**src/rtl/ifid_npc_stage.sv**
```systemverilog
// rtl/ifid_npc_stage.sv - Fetch PC register, next-PC selection and IF/ID pipeline register
// The instruction after a branch/jump always proceeds (architectural delay slot); nothing is flushed.
module ifid_npc_stage #(
    parameter logic [31:0] RESET_PC = 32'h0000_3000,
    parameter logic [31:0] NOP_WORD = 32'h0000_0000
) (
    input  logic        clk,
    input  logic        rst_n,
    input  logic        stall,
    input  logic [31:0] im_instr,
    input  logic [2:0]  id_branch_type,
    input  logic        id_cmp_eq,
    input  logic        id_cmp_ltz,
    input  logic        id_jump,
    input  logic        id_jr,
    input  logic [31:0] id_jr_target,
    output logic [31:0] pc,
    output logic [31:0] ifid_instr,
    output logic [31:0] ifid_pc,
    output logic [31:0] ifid_pc8,
    output logic        branch_taken
);

    localparam logic [2:0] BR_BEQ  = 3'd1;
    localparam logic [2:0] BR_BNE  = 3'd2;
    localparam logic [2:0] BR_BLTZ = 3'd3;
    localparam logic [2:0] BR_BGEZ = 3'd4;

    logic [31:0] id_pc4;
    logic [31:0] branch_offset;
    logic [31:0] branch_target;
    logic [31:0] jump_target;
    logic [31:0] next_pc;

    assign id_pc4        = ifid_pc + 32'd4;
    assign ifid_pc8      = ifid_pc + 32'd8;
    // Word offset: sign-extended 16-bit immediate already shifted left by two.
    assign branch_offset = {{14{ifid_instr[15]}}, ifid_instr[15:0], 2'b00};
    assign branch_target = id_pc4 + branch_offset;
    assign jump_target   = {id_pc4[31:28], ifid_instr[25:0], 2'b00};

    always_comb begin
        branch_taken = 1'b0;
        case (id_branch_type)
            BR_BEQ:  branch_taken = id_cmp_eq;
            BR_BNE:  branch_taken = !id_cmp_eq;
            BR_BLTZ: branch_taken = id_cmp_ltz;
            BR_BGEZ: branch_taken = !id_cmp_ltz;
            default: branch_taken = 1'b0;
        endcase
    end

    // Stall is handled at the register enable; this is the unstalled choice.
    always_comb begin
        next_pc = pc + 32'd4;
        if (id_jr) begin
            next_pc = id_jr_target;
        end else if (id_jump) begin
            next_pc = jump_target;
        end else if (branch_taken) begin
            next_pc = branch_target;
        end
    end

    always_ff @(posedge clk) begin
        if (!rst_n) begin
            pc         <= RESET_PC;
            ifid_instr <= NOP_WORD;
            ifid_pc    <= 32'd0;
        end else if (!stall) begin
            pc         <= next_pc;
            ifid_instr <= im_instr;
            ifid_pc    <= pc;
        end
    end

endmodule

```
**config.mk**
```make
export PLATFORM = sky130hd
export DESIGN_NAME = ifid_npc_stage
export DESIGN_NICKNAME = d
export VERILOG_FILES = /design/src/rtl/ifid_npc_stage.sv
export SDC_FILE = /design/constraint.sdc
export NUM_CORES = 1
export LEC_CHECK = 0
export CORE_ASPECT_RATIO = 1.5
export CORE_MARGIN = 5
export CORE_UTILIZATION = 50
export CTS_BUF_LIST = sky130_fd_sc_hd__clkbuf_8
export CTS_CLUSTER_SIZE = 25
export DETAILED_ROUTE_END_ITERATION = 6
export PLACE_DENSITY = 0.83
export REMOVE_ABC_BUFFERS = 1
export SLEW_MARGIN = 30
export SYNTH_ARGS = -nofsm -noshare
export SYNTH_HDL_FRONTEND = slang
export SYNTH_SLANG_ARGS = --single-unit
```
**constraint.sdc**
```tcl
create_clock -name clk -period 4.71 [get_ports clk]
set_input_delay 0.942 -clock clk [delete_from_list [all_inputs] [get_ports clk]]
set_output_delay 0.942 -clock clk [all_outputs]
set_load 0.1 [all_outputs]
```
# After elaboration in Yosys (flattened, before gate mapping)
# Index checks and enable logic that the tools add are counted.
[word_totals]
reg_bits = 96
input_bits = 74
out_inout_bits = 129
elab_cells = 17
[classes]
add_sub_neg = 4
n_eq_ne = 4
mux = 4
n_reduce_logical = 2
[op_table]
columns = ["cell", "n"]
rows = [
  ["two-way mux 32 bit", 3],
  ["adder 32 x 3 -> 32 bit, second input constant", 2],
  ["adder 32 bit", 1],
  ["adder 32 x 4 -> 32 bit, second input constant", 1],
  ["== test 3 x 2 -> 1 bit, second input constant", 2],
  ["one-hot mux 1 bit (4 select lines)", 1],
  ["== test 3 x 1 -> 1 bit, second input constant", 1],
  ["== test 3 bit, second input constant", 1],
  ["logical NOT 1 bit", 2],
]

# Logic depth before layout (Yosys ltp)
[logic_depth]
word_depth = 5
depth_mapped = 19
mapped_depth_nobuf = 18

# Least setup slack after synthesis
# Ideal clock, no wire load.
[synth_path]
kind = "register to output"
start = "register ifid_pc[4]"
end = "output port ifid_pc8[25]"
t_arrival_ps = 4192
required_time_ps = 3768
slack_ps = -424
stages_incl_launch_ff = 10
n_path_buf = 1
path_cell_list = "dfxtp_1 -> ha_1 -> and3_1 -> buf_4 -> nand4_1 -> nor2_1 -> and3_2 -> nand3_1 -> nor3_1 -> xor2_1"
[synth_between]
elab_chain_len = 1
[synth_rtl]
columns = ["element", "line", "text"]
rows = [
  ["start: declaration", "19", "output logic [31:0] ifid_pc,"],
  ["start signal: assignment", "73", "ifid_pc <= pc;"],
  ["adder 32 x 4 -> 32 bit", "36", "assign ifid_pc8 = ifid_pc + 32'd8;"],
  ["end: declaration", "20", "output logic [31:0] ifid_pc8,"],
]
# Every way passes these cells.

# Final worst setup path
[layout_path]
start = "register ifid_pc[3]"
end = "register pc[31]"
[layout_between]
elab_chain_len = 5
[layout_rtl]
columns = ["element", "line", "text"]
rows = [
  ["adder 32 x 3 -> 32 bit (*)", "35", "assign id_pc4 = ifid_pc + 32'd4;"],
  ["adder 32 bit", "39", "assign branch_target = id_pc4 + branch_offset;"],
  ["two-way mux 32 bit", "60", "end else if (branch_taken) begin"],
  ["two-way mux 32 bit (*)", "58", "end else if (id_jump) begin"],
  ["two-way mux 32 bit (*)", "56", "if (id_jr) begin"],
  ["end signal: assignment", "71", "pc <= next_pc;"],
  ["end: declaration", "17", "output logic [31:0] pc,"],
]
# Mark *: on every way between the ends. The rest lies on a longest branch, timed or not.
# A chain may end at the register's enable or synchronous reset.

==> impl_metrics.py <==
metrics = {
    "cts": {
        "post-cts-setup-buffers": 0,
        "cts.sinks": 96,
        "cts_buffer_depth": 2,
        "clkLatencyLatePin_ns": 0.39,
        "numCtsBuffers": 9,
        "root_buffer": "clkbuf_8",
        "cts_max_level": 3,
        "cts_tree": "yes",
        "clkSlewWorstSetupHoldPaths_ns": 0.11,
    },
    "run_status": {
        "status": "complete, no violations",
    },
    "setup_path": {
        "cp.depth": 18,
        "worstSetupPathType": "flip-flop to flip-flop",
        "cpPeakStageDelay_ns": 0.47,
        "worstPathRequired_ns": 5.02,
        "crit_family": "simple AND/OR/NAND/NOR gates",
        "cp-end-kind": "flip-flop",
        "path_cells": "ha_1, and3_1, nand4_1, nor2_2, and3_2, nand3_1, nor3_2, nand2_1, xnor2_1, ha_1, nand2_1, o21ai_0, a221oi_1, nand3_1, a211oi_1, nor2_1, a21boi_1, nor4b_2",
        "path_buf_inv": 0,
        "start_kind": "flip-flop",
        "worst-r2r-setup-slack_ns": 0.27,
        "reg2reg_depth": 18,
        "cp.arrival_ns": 4.75,
        "worstPathMaxFanout": 7,
        "cp_slowest_cell": "dfxtp_1",
    },
    "sta": {
        "min_period_ns": 4.437,
        "finalSetupViolCount": 0,
        "fin_setup_tns_ns": 0,
        "finalHoldViolCount": 0,
        "worst_pin_slew_ns": 1.043,
        "timing.final.crit_share_pct": 94.20,
        "finClkSkew_ns": 0.008437,
        "max_clock_freq_ghz": 0.2254,
        "slew_viol_final": 0,
        "max_slew_margin_pct": 30.24,
        "rsz0062_at_grt": "false",
    },
    "final_layout": {
        "layout.nets": 1243,
        "area_delta_synth_final_pct": 28.72,
        "diodes": 0,
        "fin_area_um2": 9898,
        "fillCellCount": 1293,
        "drive_gt1_share_pct": 6.684,
        "final_util_pct": 65.68,
        "seqCellArea_um2": 1923,
        "multi_input_area_um2": 5368,
    },
    "synth": {
        "netlist_top_cells_area": "dfxtp_1 25%, mux2i_1 9.0%, xnor2_1 6.3%",
        "seq_area_frac_synth_pct": 24.99,
        "yosysWarnings": 0,
        "synth_async_sr_flop_share_pct": 0,
        "synth_edf_count": 0,
        "ys_ff_latch": 96,
        "synth_area_um2": 7690,
        "synth-main-ff-cell": "dfxtp_1",
        "synth_top_area_cell": "dfxtp_1",
        "synthDistinctLibCells": 77,
        "synth_top_area_share_pct": 24.99,
        "yosysMostFrequentCell": "dfxtp_1",
        "synthCells": 970,
        "avgSynthCellArea_um2": 7.928,
        "synth_commonest_cells": "96 x dfxtp_1, 75 x nand2_1, 73 x nor2_1",
    },
    "grt": {
        "grt_max_degree": 54,
        "antenna_found_initial": 0,
        "track_usage_pct": 28.82,
        "grt_first_pass_wirelength_mm": 41.57,
        "overflow": 0,
        "first_global_vias": 7763,
    },
    "drt": {
        "ant_nets": 0,
        "drc_errors": 0,
        "post_drt_via_cell_ratio": 5.894,
        "wire_per_inst_um": 20.25,
        "wl_mm": 27.05,
        "drt_iter0_drc": 584,
        "drt-pass1-iter-count": 5,
        "num_vias": 7875,
    },
    "flow_run": {
        "maxCapViolCount": 0,
    },
    "worst_hold_path": {
        "whs_path_depth": 2,
        "min_path_type": "flip-flop to flip-flop",
    },
    "floorplan": {
        "die_w_um": 111.3,
        "fp-row-count": 55,
        "core_um2": 15070,
        "die_y_um": 161.9,
        "die_area_um2": 18010,
        "io_pins": 203,
        "start_util_pct": 51.03,
    },
    "placed_design": {
        "hpwl_mm": 21.03,
        "dpl_cell_area_um2": 9702,
        "finalWeightedCongestion": 0.9483,
        "numPortBuffers": 202,
    },
    "power": {
        "p_leak_nw": 4.017,
        "p_per_area_nw_per_um2": 252.9,
        "peakVddDrop_mv": 0.1561,
    },
}
-- report_power, final --
| group | leakage (nW) | switching [mW] | total (mW) | internal [mW] |
|---|---|---|---|---|
| Sequential | 0.790 | 0.0936 | 0.953 | 0.860 |
| Combinational | 3.13 | 0.695 | 0.991 | 0.296 |
| Clock | 0.101 | 0.343 | 0.559 | 0.216 |
-- layout make-up --
cell class              instances  area share, %
flip-flops and latches         96          19.43
repair buffers                216          20.98
inverters                      25         0.9480
clock buffers                  10          1.390
well taps                     199          2.515
clock inverters                 6         0.5056
multi-input cells             784          54.23
-- sequential cells by signal, summed over array words and instances (netlist names) --
signal and count:
ifid_instr 32, ifid_pc 32, pc 32
-- path summary, 6_finish.rpt --
kind / end / startpoint
worst min register to register: ifid_instr[27]$_SDFFE_PN0N_ / ifid_instr[27]$_SDFFE_PN0N_
worst max-delay path: pc[31]$_SDFFE_PN0N_ / ifid_pc[3]$_SDFFE_PN0N_
worst min-delay path: ifid_instr[27]$_SDFFE_PN0N_ / ifid_instr[27]$_SDFFE_PN0N_
worst max register to register: pc[31]$_SDFFE_PN0N_ / ifid_pc[3]$_SDFFE_PN0N_
-- logic make-up after synthesis --
family                     count (synthesis)  synth area share (%)
AOI/OAI and AO/OA                        224                 18.63
muxes                                     69                 8.981
and+or+nand+nor                          352                 24.18
DFF                                       96                 24.99
adders and majority gates                 37                 6.118
buffers and inverters                     90                 5.483
xor gates and xnor gates                 102                 11.62
-- routing by layer --
metal | global-route usage [%] | vias up | wire [um]
met2 | 53.46 | 312 | 13980
met1 | 29.89 | 3695 | 9815
met3 | 4.734 | 88 | 1433
met5 | 0 | - | 0
met4 | 18.10 | 0 | 1819
li1 | - | 3780 | -
-- placed cells by master (no fill, tap or decap), drive strengths merged, types with 4 or more instances in the layout --
cell           Yosys  layout
clkbuf            33      10
a31oi              6       6
clkdlybuf4s50      0     178
nand4             20      20
nor4               6       6
mux2i             69      69
o21bai             6       6
a221oi             7       7
or3                7       7
xnor2             55      55
o21ai             48      48
nand2             76      76
inv               25      30
nor2b             67      67
o211ai            15      15
and3              17      17
dfxtp             96      96
a211oi            15      15
ha                36      36
and4               6       6
buf               32      38
o211a              4       4
xor2              47      47
nand3             40      40
o21a               7       7
o31ai              4       4
nor2              73      73
o311ai             4       4
nor3              21      21
a21oi             69      69
a21o              12      12
-- through the flow --
stage | power (mW) | instances | hold WS [ns] | setup WS, ns
2_1_floorplan | 1.624 | 905 | 0.9847 | -2.072
6_report | 2.503 | 1336 | 0.5287 | 0.2733
3_3_place_gp | 1.951 | 1320 | 0.4998 | 0.5200
3_5_place_dp | 1.957 | 1320 | 0.5075 | 0.2695
5_1_grt | 2.596 | 1336 | 0.5683 | 0.007024
4_1_cts | 2.516 | 1336 | 0.5382 | 0.1923
-- tightest hold or removal path, cell delays in order, from the launching register on --
cell and delay (ns):
dfxtp_1 0.34, mux2i_1 0.07, nor2b_1 0.09
-- timing repair --
action / CTS / global route
gates resized for setup: 0 / 4
hold buffers: 0 / 0
endpoints found under the setup margin: 0 / 2
Power figures use the tool's default switching activity.
